## config.mk

```make
export PLATFORM = sky130hd
export DESIGN_NAME = hazard_ctrl
export DESIGN_NICKNAME = d
export VERILOG_FILES = /design/src/rtl/hazard_ctrl_pkg.sv /design/src/rtl/hazard_ctrl_sat_counter.sv /design/src/rtl/hazard_ctrl.sv
export SDC_FILE = /design/constraint.sdc
export NUM_CORES = 1
export LEC_CHECK = 0
export BUFFER_PORTS_ARGS = -buffer_cell sky130_fd_sc_hd__buf_2
export CAP_MARGIN = 10
export CORE_UTILIZATION = 49
export CTS_CLUSTER_DIAMETER = 120
export DETAILED_ROUTE_END_ITERATION = 10
export PLACE_DENSITY_LB_ADDON = 0.05
export SYNTH_ARGS = -nofsm -noshare
export SYNTH_HDL_FRONTEND = slang
export SYNTH_SLANG_ARGS = --single-unit
```

## constraint.sdc

```tcl
create_clock -name clk -period 2.05 [get_ports clk]
set_input_delay 0.1025 -clock clk [delete_from_list [all_inputs] [get_ports clk]]
set_output_delay 0.1025 -clock clk [all_outputs]
set_load 0.02 [all_outputs]
```

## src/rtl/hazard_ctrl_pkg.sv

```systemverilog
// Shared definitions for the pipeline hazard controller: FSM states and
// register-index constants.
package hazard_ctrl_pkg;
  typedef enum logic [0:0] {
    RUN      = 1'b0,
    MEM_WAIT = 1'b1
  } state_e;

  localparam int unsigned REG_W = 5;
  localparam logic [REG_W-1:0] X0 = '0;
endpackage

```

## src/rtl/hazard_ctrl_sat_counter.sv

```systemverilog
// Saturating up-counter: counts inc cycles and holds at all-ones.
module sat_counter #(
  parameter int W = 16
) (
  input  logic         clk,
  input  logic         reset,
  input  logic         inc,
  output logic [W-1:0] count
);
  always_ff @(posedge clk) begin
    if (reset)
      count <= '0;
    else if (inc && !(&count))
      count <= count + 1'b1;
  end
endmodule

```

## src/rtl/hazard_ctrl.sv

```systemverilog
// Pipeline hazard controller: load-use stall, taken-branch flush and
// data-memory wait, with saturating stall/flush event counters.
module hazard_ctrl
  import hazard_ctrl_pkg::*;
#(
  parameter int CNT_W = 16
) (
  input  logic             clk,
  input  logic             reset,
  input  logic [REG_W-1:0] id_rs1,
  input  logic [REG_W-1:0] id_rs2,
  input  logic             id_use_rs1,
  input  logic             id_use_rs2,
  input  logic [REG_W-1:0] ex_rd,
  input  logic             ex_mem_read,
  input  logic             ex_br_taken,
  input  logic             mem_req,
  input  logic             mem_ready,
  output logic             pc_load,
  output logic             ifid_load,
  output logic             idex_load,
  output logic             exmem_load,
  output logic             memwb_load,
  output logic             ifid_flush,
  output logic             idex_flush,
  output logic [CNT_W-1:0] stall_cnt,
  output logic [CNT_W-1:0] flush_cnt
);
  state_e state_q, state_d;
  logic   lu, mw;

  assign lu = ex_mem_read && (ex_rd != X0) &&
              ((id_use_rs1 && (id_rs1 == ex_rd)) ||
               (id_use_rs2 && (id_rs2 == ex_rd)));
  assign mw = mem_req && !mem_ready;

  // Outputs do not depend on state: MEM_WAIT only ever freezes via mw, and
  // once mem_ready arrives the held EX inputs are decoded exactly as in RUN.
  always_comb begin
    pc_load    = 1'b1;
    ifid_load  = 1'b1;
    idex_load  = 1'b1;
    exmem_load = 1'b1;
    memwb_load = 1'b1;
    ifid_flush = 1'b0;
    idex_flush = 1'b0;
    if (mw) begin
      pc_load    = 1'b0;
      ifid_load  = 1'b0;
      idex_load  = 1'b0;
      exmem_load = 1'b0;
      memwb_load = 1'b0;
    end else if (ex_br_taken) begin
      ifid_flush = 1'b1;
      idex_flush = 1'b1;
    end else if (lu) begin
      pc_load    = 1'b0;
      ifid_load  = 1'b0;
      idex_flush = 1'b1;
    end
  end

  always_comb begin
    state_d = RUN;
    if (mw) state_d = MEM_WAIT;
  end

  always_ff @(posedge clk) begin
    if (reset) state_q <= RUN;
    else       state_q <= state_d;
  end

  sat_counter #(.W(CNT_W)) u_stall_cnt (
    .clk  (clk),
    .reset(reset),
    .inc  (!pc_load),
    .count(stall_cnt)
  );

  sat_counter #(.W(CNT_W)) u_flush_cnt (
    .clk  (clk),
    .reset(reset),
    .inc  (ifid_flush),
    .count(flush_cnt)
  );
endmodule

```

== After elaboration in Yosys (flattened, before gate mapping) ==
Index checks and enable logic that the tools add are counted.
Cells by class
  add/subtract/negate cells: 2
  eq/ne operators: 2
  muxes and demuxes: 9
  reduce and logical (&&, ||, !) cells: 15
Operators by type and width (number)
  adder 16 x 1 -> 16 bit, second input constant: 2
  AND reduction 16 bit: 2
  == test 5 bit: 2
  2-to-1 mux 1 bit: 9
  logical AND 1 bit: 7
  nonzero test 5 bit: 1
  zero test 1 bit: 4
  logical OR 1 bit: 1
Storage, ports and cells
  register bits: 32
  input port bits: 23
  output and inout bits: 39
  word-level logic and storage cells: 30

== Logic depth before layout (Yosys ltp) ==
Gate-level depths: netlist of run 1.
  depth in word-level cells: 9
  mapped depth: 8
  mapped depth without buffers: 7

== By module ==
A second synthesis of run 1 with hierarchy kept.
Unflattened totals
  cells, all modules: 217
  area total of the unflattened synthesis: 1869.3 µm²
Modules (own cells, without submodules)
  sat_counter: times used 2, cells each 96, area each 833.3 µm², seq. area each 320.3 µm²
  hazard_ctrl: times used 1, cells each 25, area each 202.7 µm², seq. area each 0.0 µm²

== Least setup slack after synthesis of run 1 ==
Ideal clock, no wire load.
  kind: register to register
  start: register u_stall_cnt.count[0]
  end: register u_stall_cnt.count[1]
  library setup time: 0.128 ns
  arrival time: 1.900 ns
  data required time: 1.922 ns
  path slack: 0.022 ns
  stages on the path, launching flop included: 9
  path buffers: 1
  clock period less this slack: 2.028 ns
  cells stage by stage: dfxtp_1 > ha_1 > inv_1 > nor4_2 > a311oi_2 > a21oi_4 > buf_6 > mux2i_1 > nor2_1
On the way
  longest elaborated chain between the ends: 3
  elaborated cells on any way between the ends: 4
  those cells by class: add/sub: 1; reduce/logical: 3
RTL lines
  start, declared: line hazard_ctrl_sat_counter.sv:8  | output logic [W-1:0] count
  start signal, assigned: line hazard_ctrl_sat_counter.sv:14  | count <= count + 1'b1;
  parallel branches: the longest is 3 deep, another holds adder 16 x 1 -> 16 bit
Parallel ways; which one is timed is not known.
A chain may end at the register's enable or synchronous reset.

== Worst setup path in the final report of run 1 ==
  start: register u_stall_cnt.count[0]
  end: register u_stall_cnt.count[3]
The elaborated chain is that of the path after synthesis.

==> impl_summary.log, run 1 <==
INFO  metric seqPwrFrac = 54.2%
INFO  metric detail-route-antenna-nets = 0
INFO  metric internal_power = 862 uW
INFO  metric worst-slew-pin-transition = 0.423 ns
INFO  metric worst-setup-path-type = flip-flop to flip-flop
INFO  metric irDropWorstVdd = 0.387 mV
INFO  metric area_growth = 28.9%
INFO  metric hold_violations = 0
INFO  metric most_frequent_cells_in_the_layout = 61 x sky130_fd_sc_hd__buf_2, 31 x sky130_fd_sc_hd__dfxtp_1, 24 x sky130_fd_sc_hd__nor2_1
INFO  metric synth_adder_area_share = 1.41%
INFO  metric detailedPlace.worstSlack = 0.0682 ns
INFO  metric outcome = completed
INFO  metric start_kind = flip-flop
INFO  metric timing.final.ws_setup = 0.141 ns
INFO  metric fin_crit_sh = 93.1%
INFO  metric detailed_place_hpwl = 2900 um
INFO  metric total_switching_power = 309 uW
INFO  metric finalCriticalPeriod = 1.91 ns
INFO  metric worst_slew_margin_rel = 71.8%
INFO  metric power.share.switching = 26.4%
INFO  metric cts.hold.buffers_added = 0
INFO  metric floorplan.die.height = 62.1 um
INFO  metric path_clk_slew = 0.11 ns
INFO  metric dieWidth = 62.1 um
INFO  metric wirelength = 3980 um
INFO  metric clock_tree_from_tritoncts = done
INFO  metric synthXorXnorAreaFrac = 11.4%
INFO  metric num_io_pins = 62
INFO  metric layout.nets = 306
INFO  metric ctsHtreeMaxLevel = 2
INFO  metric final_core_utilization = 67.3%
INFO  metric cp_data_arrival_time = 2.19 ns
INFO  metric post_synthesis_register_bit_count = 32
INFO  metric first_pass_grt_wire_length = 6360 um
INFO  metric grt_usage = 22.7%
INFO  metric global_route.overflow_total = 0
INFO  metric clock-root-buffer = sky130_fd_sc_hd__clkbuf_4
INFO  metric setup_violations = 0
INFO  metric synth.largest_area_cell = sky130_fd_sc_hd__dfxtp_1
INFO  metric numCtsBuffers = 5
INFO  metric synth_simple_gate_area_share = 28.9%
INFO  metric power.share.clock = 33.0%
INFO  metric fmaxAchievable = 524 MHz
INFO  metric timing.clock.skew = 0.00731 ns
INFO  metric critical_path_peak_fanout = 14
INFO  metric hold-worst-slack = 0.127 ns
INFO  metric holdCritPathClass = input pin to flip-flop
INFO  metric synth.yosys.seq_area_share = 36.2%
INFO  metric synth_compound_area_share = 15.6%
INFO  metric antenna_found_initial = 0
INFO  metric timing.critical_path.to_type = flip-flop
INFO  metric postSynthCellCount = 208
INFO  metric vias_in_the_first_global_route = 1425
INFO  metric largest_net_degree_at_the_start_of_global_routing = 18
INFO  metric nFillCells = 312
INFO  metric final_layout_size_suffix_gt1_share = 36.2%
INFO  metric routed_via_density = 5.36
INFO  metric worst-endpoint-required = 2.33 ns
INFO  metric max_cap_violations = 0
INFO  metric synth_top_cell_area_share = 36.2%
INFO  metric finalWeightedCongestion = 0.828
INFO  metric count_of_different_cell_masters_after_synthesis = 45
INFO  metric finalSetupTns = 0 ns
INFO  metric port_buffers = 61
INFO  metric synthArstFlopShare = 0%
INFO  metric synthesis.nets = 233
INFO  metric synth.yosys.warnings = 0
INFO  metric max_slew_violation_total_from_the_final_report = 0
INFO  metric drt-initial-drc-count = 61
INFO  metric combPwrFrac = 12.8%
INFO  metric syn-cell-area = 1770 um^2
INFO  metric synthFlopType = sky130_fd_sc_hd__dfxtp_1
INFO  metric clk_path_buf_depth = 2
INFO  metric via_count_of_the_routed_design = 1758
INFO  metric detail_route.first_pass.iterations = 4
INFO  metric die_area = 3860 um^2
INFO  metric leakagePower = 0.923 nW
INFO  metric synth_enable_flop_cells = 0
INFO  metric setup_repair_after_global_routing_missed_its_margin = false
INFO  metric final_common_cell = sky130_fd_sc_hd__buf_2
INFO  metric drt_drc_violations_left = 0
INFO  metric drt-wirelength-per-cell = 12.1 um
INFO  metric synth_top_family_by_area = simple AND/OR/NAND/NOR gates
INFO  metric synth_mux_area_share = 2.33%
INFO  metric pwr_density_cell = 513 nW/um^2
INFO  metric tritoncts_num_sinks = 32
INFO  metric antennaDiodeCount = 0
INFO  metric clkLatencyLatePin = 0.33 ns
INFO  metric synthesized_area_per_cell = 8.51 um^2
INFO  metric placement_rows = 21
INFO  metric yosys-top-cells-area = sky130_fd_sc_hd__dfxtp_1 36%, sky130_fd_sc_hd__xnor2_1 7.9%, sky130_fd_sc_hd__nor2_1 5.1%
INFO  metric core_region_area = 3390 um^2
INFO  metric initial_core_util = 52.2%
==> synth_stat cells (2+ instances only) <==
cell type / count
sky130_fd_sc_hd__o31ai_1: 2
sky130_fd_sc_hd__or3_1: 9
sky130_fd_sc_hd__or4_1: 2
sky130_fd_sc_hd__o21ai_1: 7
sky130_fd_sc_hd__a31oi_1: 2
sky130_fd_sc_hd__nand3_1: 8
sky130_fd_sc_hd__buf_4: 3
sky130_fd_sc_hd__mux2i_1: 3
sky130_fd_sc_hd__dfxtp_1: 32
sky130_fd_sc_hd__nor3_1: 4
sky130_fd_sc_hd__xnor2_1: 16
sky130_fd_sc_hd__o21ai_0: 5
sky130_fd_sc_hd__xor2_1: 7
sky130_fd_sc_hd__ha_1: 2
sky130_fd_sc_hd__or3_2: 3
sky130_fd_sc_hd__nand2_1: 14
sky130_fd_sc_hd__nand4_1: 13
sky130_fd_sc_hd__nand2b_1: 2
sky130_fd_sc_hd__nor2_1: 24
sky130_fd_sc_hd__nor2b_1: 2
sky130_fd_sc_hd__a21oi_1: 16
sky130_fd_sc_hd__inv_1: 5
sky130_fd_sc_hd__clkbuf_1: 5
==> worst max-delay path, cell delays in order, from the launching register on <==
cell                       delay, ns
sky130_fd_sc_hd__dfxtp_1        0.33
sky130_fd_sc_hd__ha_1           0.21
sky130_fd_sc_hd__inv_2          0.07
sky130_fd_sc_hd__nor4_2         0.06
sky130_fd_sc_hd__a311oi_2       0.31
sky130_fd_sc_hd__a21oi_4        0.11
sky130_fd_sc_hd__buf_12         0.16
sky130_fd_sc_hd__or3_2          0.46
sky130_fd_sc_hd__a21oi_2        0.14
==> sequential cells by signal, indices dropped and copies added, names as in the netlist <==
name               flops
u_flush_cnt.count     16
u_stall_cnt.count     16
==> power by group through the flow <==
| stage | Sequential [mW] | Combinational, mW | Clock [mW] |
|---|---|---|---|
| after floorplan | 0.657 | 0.0852 | 0 |
| after global placement | 0.648 | 0.149 | 0 |
| after detailed placement | 0.649 | 0.150 | 0 |
| after CTS | 0.634 | 0.151 | 0.391 |
| after global routing | 0.636 | 0.166 | 0.431 |
| final | 0.634 | 0.150 | 0.386 |
==> metal layers <==
layer,track usage [%],vias to the layer above,routed length (um)
li1,-,897,-
met1,29.3,801,1970
met2,35.9,52,1710
met3,7.04,8,241
met4,7.62,0,68
met5,0,-,0
==> timing repair <==
action / in CTS / in global routing
endpoints found under the setup margin: 0 / 5
gates resized for setup: 0 / 5
buffers inserted: 0 / 0
hold endpoints to repair: 0 / 0
==> cells by family (layout without fill, tap and decap cells) <==
group / Yosys count / after routing
buffers and inverters: 15 / 89
flip-flops: 32 / 32
multiplexers: 4 / 4
XOR/XNOR: 23 / 23
adder cells (fa/ha/maj): 2 / 2
AND/OR/NAND/NOR: 91 / 91
AO/OA/AOI/OAI: 41 / 41
==> path summary, 6_finish.rpt <==
check	start	endpoint	cells past startpoint	slack, ns
min reg2reg	u_stall_cnt.count[12]	u_stall_cnt.count[12]	2	0.50
max	u_stall_cnt.count[0]	u_stall_cnt.count[3]	8	0.14
min	reset	u_flush_cnt.count[15]	2	0.13
max reg2reg	u_stall_cnt.count[0]	u_stall_cnt.count[3]	8	0.14
==> cell type report <==
class / instances / area (um^2) / area share, %
Timing Repair Buffer: 76 / 430 / 18.9
Sequential cell: 32 / 642 / 28.2
Clock buffer: 7 / 55.1 / 2.41
Multi-Input combinational cell: 161 / 1070 / 46.9
Clock inverter: 1 / 7.51 / 0.329
Inverter: 5 / 18.8 / 0.823
Tap cell: 46 / 57.6 / 2.52
==> stage by stage <==
| step | std cells | instance area, um^2 | total power, mW |
|---|---|---|---|
| global placement | 320 | 2200 | 0.798 |
| global route | 328 | 2280 | 1.23 |
| CTS | 328 | 2260 | 1.18 |
| detailed placement | 320 | 2200 | 0.799 |
| floorplan | 208 | 1770 | 0.742 |
| finish | 328 | 2280 | 1.17 |
Note: power is estimated with default switching activity, not from simulation.
==> inputs of run 2 (changes only) <==
--- a/config.mk
+++ b/config.mk
@@ -7,6 +7,7 @@
 export LEC_CHECK = 0
 export BUFFER_PORTS_ARGS = -buffer_cell sky130_fd_sc_hd__buf_2
 export CAP_MARGIN = 10
+export CORE_ASPECT_RATIO = 1.4
 export CORE_UTILIZATION = 49
 export CTS_CLUSTER_DIAMETER = 120
 export DETAILED_ROUTE_END_ITERATION = 10
==> run 2 against run 1 <==
  * Sequential power about the same
  * First-iteration DRC count fell by 52%
  * Critical path depth stayed put
  * Largest cell class unchanged
  * Largest power group unchanged
==> impl_summary.log, run 2 (synthesis results as in run 1) <==
INFO  metric timing.clock.skew = 0.00476 ns
INFO  metric timing.final.ws_setup = 0.102 ns
INFO  metric ctsHtreeMaxLevel = 2
INFO  metric outcome = completed
INFO  metric clk_path_buf_depth = 2
INFO  metric hold_violations = 0
INFO  metric core_region_area = 3410 um^2
INFO  metric worst-slew-pin-transition = 0.464 ns
INFO  metric vias_in_the_first_global_route = 1613
INFO  metric fin_crit_sh = 95.0%
INFO  metric worst_slew_margin_rel = 69.0%
INFO  metric largest_net_degree_at_the_start_of_global_routing = 21
INFO  metric global_route.overflow_total = 0
INFO  metric clock_tree_from_tritoncts = done
INFO  metric placement_rows = 25
INFO  metric reg.largest.list = u_flush_cnt.count: 16 flops, u_stall_cnt.count: 16 flops
INFO  metric fin_area = 2300 um^2
INFO  metric path_clk_slew = 0.07 ns
INFO  metric initial_core_util = 51.9%
INFO  metric cp_data_arrival_time = 2.17 ns
INFO  metric dieWidth = 52.8 um
INFO  metric final_common_cell = sky130_fd_sc_hd__buf_2
INFO  metric num_io_pins = 62
INFO  metric routed_via_density = 5.56
INFO  metric final_layout_size_suffix_gt1_share = 35.1%
INFO  metric holdCritPathClass = input pin to flip-flop
INFO  metric port_buffers = 61
INFO  metric finalWeightedCongestion = 0.785
INFO  metric detail-route-antenna-nets = 0
INFO  metric via_count_of_the_routed_design = 1791
INFO  metric critical_path_peak_fanout = 14
INFO  metric first_pass_grt_wire_length = 6970 um
INFO  metric setup_repair_after_global_routing_missed_its_margin = false
INFO  metric final_core_utilization = 67.5%
INFO  metric clock-root-buffer = sky130_fd_sc_hd__clkbuf_8
INFO  metric start_kind = flip-flop
INFO  metric postCtsSetupRepairBufs = 0
INFO  metric fmaxAchievable = 513 MHz
INFO  metric detailedPlace.worstSlack = 0.0707 ns
INFO  metric detail_route.first_pass.iterations = 4
INFO  metric post_layout_nonfiller_instances = 322
INFO  metric layout.nets = 306
INFO  metric floorplan.die.height = 73.1 um
INFO  metric drt-initial-drc-count = 29
INFO  metric nFillCells = 316
INFO  metric detailed_place_hpwl = 3380 um
INFO  metric grt_usage = 24.3%
INFO  metric drt-wirelength-per-cell = 13.5 um
INFO  metric worst-endpoint-required = 2.27 ns
INFO  metric most_frequent_cells_in_the_layout = 61 x sky130_fd_sc_hd__buf_2, 32 x sky130_fd_sc_hd__dfxtp_1, 24 x sky130_fd_sc_hd__nor2_1
INFO  metric max_slew_violation_total_from_the_final_report = 0
INFO  metric pwr_density_cell = 603 nW/um^2
INFO  metric numCtsBuffers = 5
INFO  metric finalSetupTns = 0 ns
INFO  metric irDropWorstVdd = 0.599 mV
INFO  metric die_area = 3860 um^2
INFO  metric dp.cells = 314
INFO  metric antenna_found_initial = 0
INFO  metric clkLatencyLatePin = 0.29 ns
INFO  metric cts.hold.buffers_added = 0
INFO  metric max_cap_violations = 0
INFO  metric antennaDiodeCount = 0
INFO  metric power.total = 1.39 mW
INFO  metric drt_drc_violations_left = 0
INFO  metric tritoncts_num_sinks = 32
INFO  metric hold-worst-slack = 0.202 ns
INFO  metric wirelength = 4350 um
INFO  metric postPlaceCellArea = 2180 um^2
INFO  metric worst-setup-path-type = flip-flop to flip-flop
INFO  metric leakagePower = 0.957 nW
INFO  metric timing.critical_path.to_type = flip-flop
INFO  metric finalCriticalPeriod = 1.95 ns
INFO  metric area_growth = 30.1%
INFO  metric setup_violations = 0
==> run 2: cell types whose count changed in the layout (fill, tap and decap cells not counted), moves of 2 or more <==
cell and change:
sky130_fd_sc_hd__clkbuf_4 -5, sky130_fd_sc_hd__clkbuf_8 +4, sky130_fd_sc_hd__a21oi_1 +2, sky130_fd_sc_hd__a21oi_2 -2
==> run 2: final timing paths <==
path / startpoint / end / slack, ns / depth (start not counted)
min: reset / u_flush_cnt.count[12] / 0.20 / 2
max: u_stall_cnt.count[1] / u_stall_cnt.count[3] / 0.10 / 8
max reg2reg: u_stall_cnt.count[1] / u_stall_cnt.count[3] / 0.10 / 8
min reg2reg: u_flush_cnt.count[6] / u_flush_cnt.count[6] / 0.50 / 2
==> run 2: final cells by class <==
cell class / instances / area (um^2) / area share, %
clock inverters: 3 / 42.5 / 1.85
well taps: 40 / 50.0 / 2.18
clock buffers: 5 / 68.8 / 2.99
inverters: 5 / 18.8 / 0.816
flip-flops and latches: 32 / 641 / 27.8
multi-input cells: 161 / 1060 / 46.2
repair buffers: 76 / 418 / 18.2
==> run 2: worst max-delay path: stages, from the launching register on <==
cell	delay, ns
sky130_fd_sc_hd__dfxtp_1	0.33
sky130_fd_sc_hd__ha_1	0.20
sky130_fd_sc_hd__inv_2	0.09
sky130_fd_sc_hd__nor4_4	0.06
sky130_fd_sc_hd__a311oi_2	0.32
sky130_fd_sc_hd__a21oi_4	0.10
sky130_fd_sc_hd__buf_4	0.19
sky130_fd_sc_hd__or3_2	0.45
sky130_fd_sc_hd__a21oi_1	0.15
==> run 2: power breakdown <==
group	internal (mW)	switching, mW
logic	0.0631	0.0850
clock network	0.359	0.245
registers	0.628	0.00637
total	1.05	0.336
==> run 2: per-layer routing <==
layer  routed length (um)  vias to the layer above  track usage (%)
met2                 2380                       36             44.9
met1                 1710                      852             24.4
met5                    0                        -                0
met3                  156                       10             6.67
met4                  105                        0             10.8
li1                     -                      893                -
==> run 2: timing repair <==
item,4_1_cts,5_1_grt
endpoints found under the hold margin,0,0
endpoints found under the setup margin,0,5
gates resized for setup,0,2
